<file path="src/rtl/ehl_ahb_decoder.sv">
`default_nettype none
// ============================================================================
//  Module      : ehl_ahb_decoder
//  Description : AHB-Lite address decoder and response multiplexer for one
//                master and NSLV slaves plus a default slave. Decodes haddr
//                into one-hot selects, tracks the data-phase owner and
//                returns that owner's hready/hresp/hrdata. Counts non-IDLE
//                transfers that fall through to the default slave.
//  Revision    : 1.0 - initial release
// ============================================================================
module ehl_ahb_decoder #(
    parameter int                 NSLV     = 4,
    parameter logic [32*NSLV-1:0] SLV_BASE = {NSLV{32'h0000_0000}},
    parameter logic [32*NSLV-1:0] SLV_MASK = {NSLV{32'hF000_0000}}
) (
    input  logic                 hclk,
    input  logic                 hresetn,
    input  logic [31:0]          haddr,
    input  logic [1:0]           htrans,
    output logic [NSLV-1:0]      hsel_slv,
    output logic                 hsel_def,
    input  logic [NSLV-1:0]      s_hready,
    input  logic [2*NSLV-1:0]    s_hresp,
    input  logic [32*NSLV-1:0]   s_hrdata,
    input  logic                 d_hready,
    input  logic [1:0]           d_hresp,
    input  logic [31:0]          d_hrdata,
    output logic                 hready_out,
    output logic [1:0]           hresp,
    output logic [31:0]          hrdata,
    output logic [7:0]           miss_cnt,
    input  logic                 miss_clr
);

    // Index width stays at least one bit so a single-slave build still works.
    localparam int IDXW = (NSLV > 1) ? $clog2(NSLV) : 1;
    localparam logic [7:0] c_MISS_MAX = 8'hFF;

    // Data-phase owner: nobody, a real slave (index held separately), or the
    // default slave.
    typedef enum logic [1:0] {
        DSEL_NONE = 2'd0,
        DSEL_SLV  = 2'd1,
        DSEL_DEF  = 2'd2
    } dsel_e;

    dsel_e             r_dsel;
    logic [IDXW-1:0]   r_dsel_idx;
    dsel_e             w_dsel_nxt;
    logic [IDXW-1:0]   w_dsel_idx_nxt;

    logic              w_hit;
    logic [IDXW-1:0]   w_hit_idx;
    logic              w_miss_inc;
    logic [7:0]        r_miss_cnt;

    // Address decode: scan upward and latch the first match so the lowest
    // index wins and hsel_slv can never carry more than one bit.
    always_comb begin
        w_hit     = 1'b0;
        w_hit_idx = '0;
        hsel_slv  = '0;
        for (int i = 0; i < NSLV; i++) begin
            if (!w_hit &&
                ((haddr & SLV_MASK[32*i +: 32]) ==
                 (SLV_BASE[32*i +: 32] & SLV_MASK[32*i +: 32]))) begin
                w_hit       = 1'b1;
                w_hit_idx   = IDXW'(i);
                hsel_slv[i] = 1'b1;
            end
        end
    end

    assign hsel_def = ~w_hit;

    // Owner register: reset drops straight to NONE so the master sees an
    // immediate zero-wait OKAY even if reset lands mid-transfer.
    always_ff @(posedge hclk or negedge hresetn) begin
        if (!hresetn) begin
            r_dsel     <= DSEL_NONE;
            r_dsel_idx <= '0;
        end else begin
            r_dsel     <= w_dsel_nxt;
            r_dsel_idx <= w_dsel_idx_nxt;
        end
    end

    // Next owner: only advances on a completing cycle; NONSEQ/SEQ take the
    // decoded target, IDLE/BUSY leave nobody owning the next data phase.
    always_comb begin
        w_dsel_nxt     = r_dsel;
        w_dsel_idx_nxt = r_dsel_idx;
        if (hready_out) begin
            if (htrans[1]) begin
                if (w_hit) begin
                    w_dsel_nxt     = DSEL_SLV;
                    w_dsel_idx_nxt = w_hit_idx;
                end else begin
                    w_dsel_nxt     = DSEL_DEF;
                    w_dsel_idx_nxt = '0;
                end
            end else begin
                w_dsel_nxt     = DSEL_NONE;
                w_dsel_idx_nxt = '0;
            end
        end
    end

    // Response mux: compare-and-select per slave so unselected slave inputs
    // (even X) never reach the master.
    always_comb begin
        hready_out = 1'b1;
        hresp      = 2'b00;
        hrdata     = 32'h0;
        case (r_dsel)
            DSEL_SLV: begin
                for (int i = 0; i < NSLV; i++) begin
                    if (r_dsel_idx == IDXW'(i)) begin
                        hready_out = s_hready[i];
                        hresp      = s_hresp[2*i +: 2];
                        hrdata     = s_hrdata[32*i +: 32];
                    end
                end
            end
            DSEL_DEF: begin
                hready_out = d_hready;
                hresp      = d_hresp;
                hrdata     = d_hrdata;
            end
            default: begin
                hready_out = 1'b1;
                hresp      = 2'b00;
                hrdata     = 32'h0;
            end
        endcase
    end

    assign w_miss_inc = hready_out & htrans[1] & ~w_hit;

    // Saturating miss counter; clear wins over a coincident increment.
    always_ff @(posedge hclk or negedge hresetn) begin
        if (!hresetn) begin
            r_miss_cnt <= 8'h00;
        end else if (miss_clr) begin
            r_miss_cnt <= 8'h00;
        end else if (w_miss_inc && (r_miss_cnt != c_MISS_MAX)) begin
            r_miss_cnt <= r_miss_cnt + 8'h01;
        end
    end

    assign miss_cnt = r_miss_cnt;

endmodule
`default_nettype wire

</file>
<file path="config.mk">
export PLATFORM = sky130hd
export DESIGN_NAME = ehl_ahb_decoder
export DESIGN_NICKNAME = d
export VERILOG_FILES = /design/src/rtl/ehl_ahb_decoder.sv
export SDC_FILE = /design/constraint.sdc
export NUM_CORES = 1
export LEC_CHECK = 0
export CAP_MARGIN = 20
export CELL_PAD_IN_SITES_DETAIL_PLACEMENT = 1
export CELL_PAD_IN_SITES_GLOBAL_PLACEMENT = 1
export CORE_ASPECT_RATIO = 1.75
export CORE_MARGIN = 3
export CORE_UTILIZATION = 10
export CTS_CLUSTER_SIZE = 40
export DETAILED_ROUTE_END_ITERATION = 16
export GPL_TIMING_DRIVEN = 0
export PLACE_DENSITY = 0.95
export RECOVER_POWER = 100
export SYNTH_ARGS = -nofsm -noshare
export SYNTH_HDL_FRONTEND = slang
export SYNTH_SLANG_ARGS = --single-unit
</file>
<file path="constraint.sdc">
create_clock -name hclk -period 3.63 [get_ports hclk]
set_input_delay 0.5445 -clock hclk [delete_from_list [all_inputs] [get_ports hclk]]
set_output_delay 0.5445 -clock hclk [all_outputs]
set_load 0.05 [all_outputs]
</file>
==> results of run 1 <==
-- path summary, 6_finish.rpt --
path | slack [ns] | start | cells after the start | to
setup reg to reg | 1.21 | r_dsel[0] | 8 | miss_cnt[5]
hold / removal | 0.58 | r_dsel[1] | 2 | r_dsel[1]
setup / recovery | 0.38 | r_dsel[0] | 7 | hrdata[0]
max in group asynchronous | 2.59 | hresetn | 1 | miss_cnt[1]
hold reg to reg | 0.58 | r_dsel[1] | 2 | r_dsel[1]
min in group asynchronous | 0.71 | hresetn | 1 | miss_cnt[6]
-- layout make-up --
cell class,count,area [um^2],area share [%]
clock buffers,3,75.07,3.038
repair buffers,121,1211,49.01
inverters,4,15.01,0.6076
multi-input cells,111,669.4,27.09
well taps,125,156.4,6.329
plain buffers,18,93.84,3.797
flip-flops and latches,10,250.2,10.13
-- layer usage --
metal | wire, um | vias to the layer above
met3 | 547 | 4
met1 | 2097 | 766
met4 | 51 | 0
met2 | 3236 | 114
met5 | 0 | -
li1 | - | 765
-- kinds of logic (layout without fill, tap and decap cells) --
family	after synthesis	after routing	synth area share [%]
AND/OR/NAND/NOR	52	52	21.58
AO/OA/AOI/OAI	51	51	37.41
multiplexers	1	1	0.9593
XOR/XNOR	1	1	0.8395
adder cells (fa/ha/maj)	3	3	3.598
buffers and inverters	22	146	11.27
other	1	3	0.3594
flip-flops	10	10	23.98
-- cell usage in the layout, fill, tap and decap left out, types with 2 or more instances in the layout --
cell | synthesis | layout
clkbuf_1 | 9 | 11
inv_1 | 4 | 4
a21oi_1 | 5 | 5
dlygate4sd3_1 | 0 | 46
nor2_1 | 36 | 36
a22oi_1 | 34 | 34
o21ai_0 | 6 | 6
clkdlybuf4s50_1 | 0 | 75
nand3_1 | 5 | 5
ha_1 | 3 | 3
or3_1 | 4 | 4
conb_1 | 1 | 3
nor4_1 | 2 | 2
nand2_1 | 2 | 2
clkbuf_16 | 0 | 3
dfrtp_1 | 10 | 10
buf_4 | 5 | 5
-- sequential cells by signal (all words and copies together) (netlist names) --
register and count:
miss_cnt 8, r_dsel 2
-- stage by stage --
step / power [uW] / hold slack [ns]
2_1_floorplan: 824.8 / 0.2489
3_3_place_gp: 1193 / 0.5553
3_5_place_dp: 1220 / 0.5797
4_1_cts: 1425 / 0.5828
5_1_grt: 1431 / 0.6289
6_report: 1347 / 0.5802
-- worst max-delay path, delay by kind of cell (launching register included) --
family,cells,cell delay (ns)
AOI/OAI and AO/OA,1,0.18
adders and majority gates,1,0.14
buffers and inverters,4,1.53
DFF,1,0.37
and+or+nand+nor,1,0.23
-- power by group --
| group | internal, uW | switching, uW | total, uW |
|---|---|---|---|
| clock network | 143 | 52.1 | 195 |
| logic | 332 | 684 | 1020 |
| registers | 124 | 11.7 | 136 |
| total | 600 | 747 | 1350 |
==> impl_results.md, run 1 <==
* Post-route ant nets at 0
* Status: complete, no violations
* Dpl cells at 389
* Worst slew pin tran at between 0.5 and 0.6 ns
* TNS Setup at 0 ns
* CTS Buf Count at 3
* Syn. warnings at 0
* CP Data Required Time at ~3 ns
* # Post-CTS Setup Buffers at 0
* Post-synthesis cell area at 0.001044 mm^2
* Finished Layout Cells at a little under 400
* Post-CTS Hold Fix Bufs at 0
* Row count at 48
* Period Utilization, post-route at 89.49%
* DRT iter0 DRCs at 30
* Hold Fails Final Rpt at 0
* Share of layout cells above drive strength 1 at a little over 4%
* Chip height at ~140 um
* Worst path cell trace: inv_1 -> ha_1 -> buf_4 -> clkbuf_1 -> a22oi_1 -> nor2_1 -> dlygate4sd3_1
* Via count at around 1600
* Critical path data arrival time at around 2.7 ns
* Core Region at approximately 0.01 mm^2
* Clock-pin slew on the worst setup and hold paths at 0.04 ns
* Post-route setup slack at 0.3815 ns
* Setup violators final at 0
* First-pass GRT wire length at between 9 and 10 mm
* Port Buf Inserts at roughly 120
* Post-Route Utilization at between 20% and 30%
* WL final at slightly below 6 mm
* Drt pass-1 iters at 4
* Slew Viols, Final at 0
* Initial antenna violation count at 0
* Leak Pwr at 0.001006 uW
* Fmax achieved at between 300 and 400 MHz
* Startpoint Class: flip-flop
* Clk sink count at 10
* Top post-synthesis cells by count: 36 x nor2_1, 34 x a22oi_1, 10 x dfrtp_1
* CP peak stage delay at between 0.9 and 1 ns
* Root buffer cell: clkbuf_16
* Number of max-cap violations at 0
* Worst-skew pair later-pin latency at between 0.2 and 0.25 ns
* IO Pins at 260
* Post-place setup slack at ~0.6 ns
* Via-to-Cell Ratio at 4.207
* Post-cts sizing count at 0
* Synth area leaders: a22oi_1 24%, dfrtp_1 24%, nor2_1 13%
* Worst Skew at approximately 0.0050 ns
* Mean Syn Cell Area at 7.401 um^2
* H-tree depth at 1
* Unrepaired setup endpoints after global routing: false
* Die Wd at 83.22 um
* Netlist cell types at 28
* Most frequent cell after synthesis: nor2_1
* DRC Markers at 0
* DP HPWL at about 5 mm
* Placed cell area at about 0.0024 mm^2
* Top cell type's share of synthesized area at about a quarter
* Worst Setup End Kind: output pin
* Area leader, netlist: a22oi_1
* Final net count at about 480
* HP Class: reg -> reg
* Pwr Density at between 500 and 600 mW/mm^2
* Grt met1 use at under 10%
* Area growth syn-to-layout at 136.8%
* Antenna diode count at 0
* Crit path kind: reg -> out
* Flip-flop and latch count after synthesis at 10
* Initial Util at about a tenth
* EDFF count, synth at 0
* VDD IR max at 273.4 uV
* Most common flop cell mapped by yosys: dfrtp_1
* GR Util All Layers at approximately a tenth
* Slew Limit Headroom at around 64%
* Busiest grt layer: met2
* RePlAce Congestion at 0.8053
* Sequential area share after synthesis at a little under a quarter
* Crit path max fanout at 10
* Aggregate global routing overflow at 0
* Slowest cell on the critical path: dlygate4sd3_1
* Grt met3 use at under 10%
* Clock Path Buffers at 2
* Vias in the first global route at ~1800
* Design area at 0.002471 mm^2
* Die area at roughly 0.012 mm^2
* GR Layer Usage met2 at roughly a fifth
* Largest net degree at the start of global routing at 11
* Routed wire per std cell at 15.14 um
* CTS tree: built
* Filler instances at around 1200
* Final min period at 3.249 ns
* Synth Instances at 141
* Asr flop ratio synth at 100.0%
No activity file was read; power rests on OpenSTA's default activity.
==> run 2, diff against run 1 <==
--- a/config.mk
+++ b/config.mk
@@ -9,7 +9,6 @@
 export CELL_PAD_IN_SITES_DETAIL_PLACEMENT = 1
 export CELL_PAD_IN_SITES_GLOBAL_PLACEMENT = 1
 export CORE_ASPECT_RATIO = 1.75
-export CORE_MARGIN = 3
 export CORE_UTILIZATION = 10
 export CTS_CLUSTER_SIZE = 40
 export DETAILED_ROUTE_END_ITERATION = 16
==> run 2 against run 1 <==
  * Cell count increased by 0.77%
  * Clock skew decreased by 0.0039 ns
  * Register-to-register slack barely moved
  * Fmax grew 1.8%
  * Clock-buffer cell count rose by 1
  * Via count increased by 0.79%
  * First-iteration DRC count is 43% higher
  * Utilization shrank 0.34 points
  * Non-clock buffer count unchanged
==> impl_results.md, run 2 (synthesis results as in run 1) <==
* Status: complete, no violations
* Clock Path Buffers at 2
* VDD IR max at between 300 and 400 uV
* Hold Fails Final Rpt at 0
* RePlAce Congestion at 0.7153
* WL final at between 5 and 6 mm
* Slew Viols, Final at 0
* Routed wire per std cell at roughly 15 um
* Area growth syn-to-layout at 138.4%
* Critical path data arrival time at around 2.7 ns
* H-tree depth at 1
* GR Util All Layers at around 10%
* DRC Markers at 0
* Period Utilization, post-route at about 88%
* Antenna diode count at 0
* DRT iter0 DRCs at 43
* Slowest cell on the critical path: dlygate4sd3_1
* Chip height at between 100 and 150 um
* Delay-heaviest family, CP: buffers and inverters
* Core Region at 0.01024 mm^2
* DP HPWL at between 4 and 5 mm
* Aggregate global routing overflow at 0
* CTS tree: built
* Worst Skew at ~0.0011 ns
* Post-CTS Hold Fix Bufs at 0
* Drt pass-1 iters at 4
* Via-to-Cell Ratio at around 4.2
* CP Data Required Time at just over 3 ns
* Setup violators final at 0
* Final min period at 3.191 ns
* Crit path max fanout at 10
* Post-cts sizing count at 0
* Unrepaired setup endpoints after global routing: false
* Pwr Density at between 500 and 600 mW/mm^2
* First-pass GRT wire length at approximately 8.5 mm
* Number of max-cap violations at 0
* Leak Pwr at 0.001013 uW
* Clk sink count at 10
* Initial Util at between 10% and 20%
* Row count at 49
* Largest net degree at the start of global routing at 11
* Dpl cells at 391
* Finished Layout Cells at 395
* Crit path kind: reg -> out
* Hold WS at around 0.6 ns
* Die area at roughly 0.011 mm^2
* Clock-pin slew on the worst setup and hold paths at 0.04 ns
* Post-route ant nets at 0
* Commonest non-fill, non-tap cells in the layout: 75 x clkdlybuf4s50_1, 46 x dlygate4sd3_1, 36 x nor2_1
* Port Buf Inserts at 121
* TNS Setup at 0 ns
* Via count at between 1500 and 2000
* Vias in the first global route at 1743
* Worst Setup End Kind: output pin
* Root buffer cell: clkbuf_16
* Startpoint Class: flip-flop
* Initial antenna violation count at 0
* Slew Limit Headroom at 63.63%
* Power Total at between 1000 and 1500 uW
* Share of layout cells above drive strength 1 at approximately 4.5%
* Die Wd at between 70 and 80 um
* CP bufs+invs at 4
* CTS Buf Count at 3
* IO Pins at 260
* Final net count at 484
* Worst slew pin tran at 0.5438 ns
* Worst path cell trace: inv_1 -> ha_1 -> buf_4 -> clkbuf_1 -> a22oi_1 -> nor2_1 -> dlygate4sd3_1
* # Post-CTS Setup Buffers at 0
* HP Class: reg -> reg
* Largest register FFs at 8
* Fmax achieved at about 310 MHz
* Worst-skew pair later-pin latency at between 0.2 and 0.25 ns
* CP peak stage delay at roughly 0.9 ns
* Most common cell after layout, fill and taps aside: clkdlybuf4s50_1
## run 2: cell type report
type                    count  area, um^2
fillers                  1219        7751
well taps                 127       158.9
multi-input cells         111       669.4
clock buffers               4       88.84
inverters                   4       15.01
plain buffers              18       93.84
flip-flops and latches     10       250.2
repair buffers            121        1211
## run 2: worst paths after layout
path	startpoint	end	slack (ns)	cells past startpoint
worst max-delay path	r_dsel[0]	hrdata[6]	0.44	7
worst min-delay path	r_dsel[1]	r_dsel[1]	0.59	2
worst max register to register	r_dsel[0]	miss_cnt[1]	1.20	8
worst min register to register	r_dsel[1]	r_dsel[1]	0.59	2
max in group asynchronous	hresetn	r_dsel[1]	2.58	1
min in group asynchronous	hresetn	miss_cnt[5]	0.71	1
## run 2: where the power goes
part	internal (uW)	switching (uW)
registers	124	10.9
clock network	166	57.5
logic	331	687
total	622	756
## run 2: routing by layer
layer / vias to the layer above / part of all wire (%) / track usage (%)
met1: 792 / 33 / 8.923
met3: 3 / 9.1 / 1.800
met5: - / 0 / 0
met2: 97 / 58 / 21.55
met4: 0 / 0.58 / 1.818
li1: 770 / - / -
## run 2: per-stage QoR
step / setup WS [ns] / area, um^2 / util (%)
floorplan: 1.340 / 1051 / -
global placement: 0.7096 / 2421 / 23.65
detailed placement: 0.6423 / 2421 / 23.65
CTS: 0.4334 / 2510 / 24.51
global route: 0.2724 / 2487 / 24.29
finish: 0.4390 / 2487 / 24.29
## run 2: worst min-delay path, delay by kind of cell, from the launching register on
| kind | cells | cell delay [ns] |
|---|---|---|
| AO/OA/AOI/OAI | 1 | 0.09 |
| buffers and inverters | 1 | 0.08 |
| flip-flops | 1 | 0.37 |
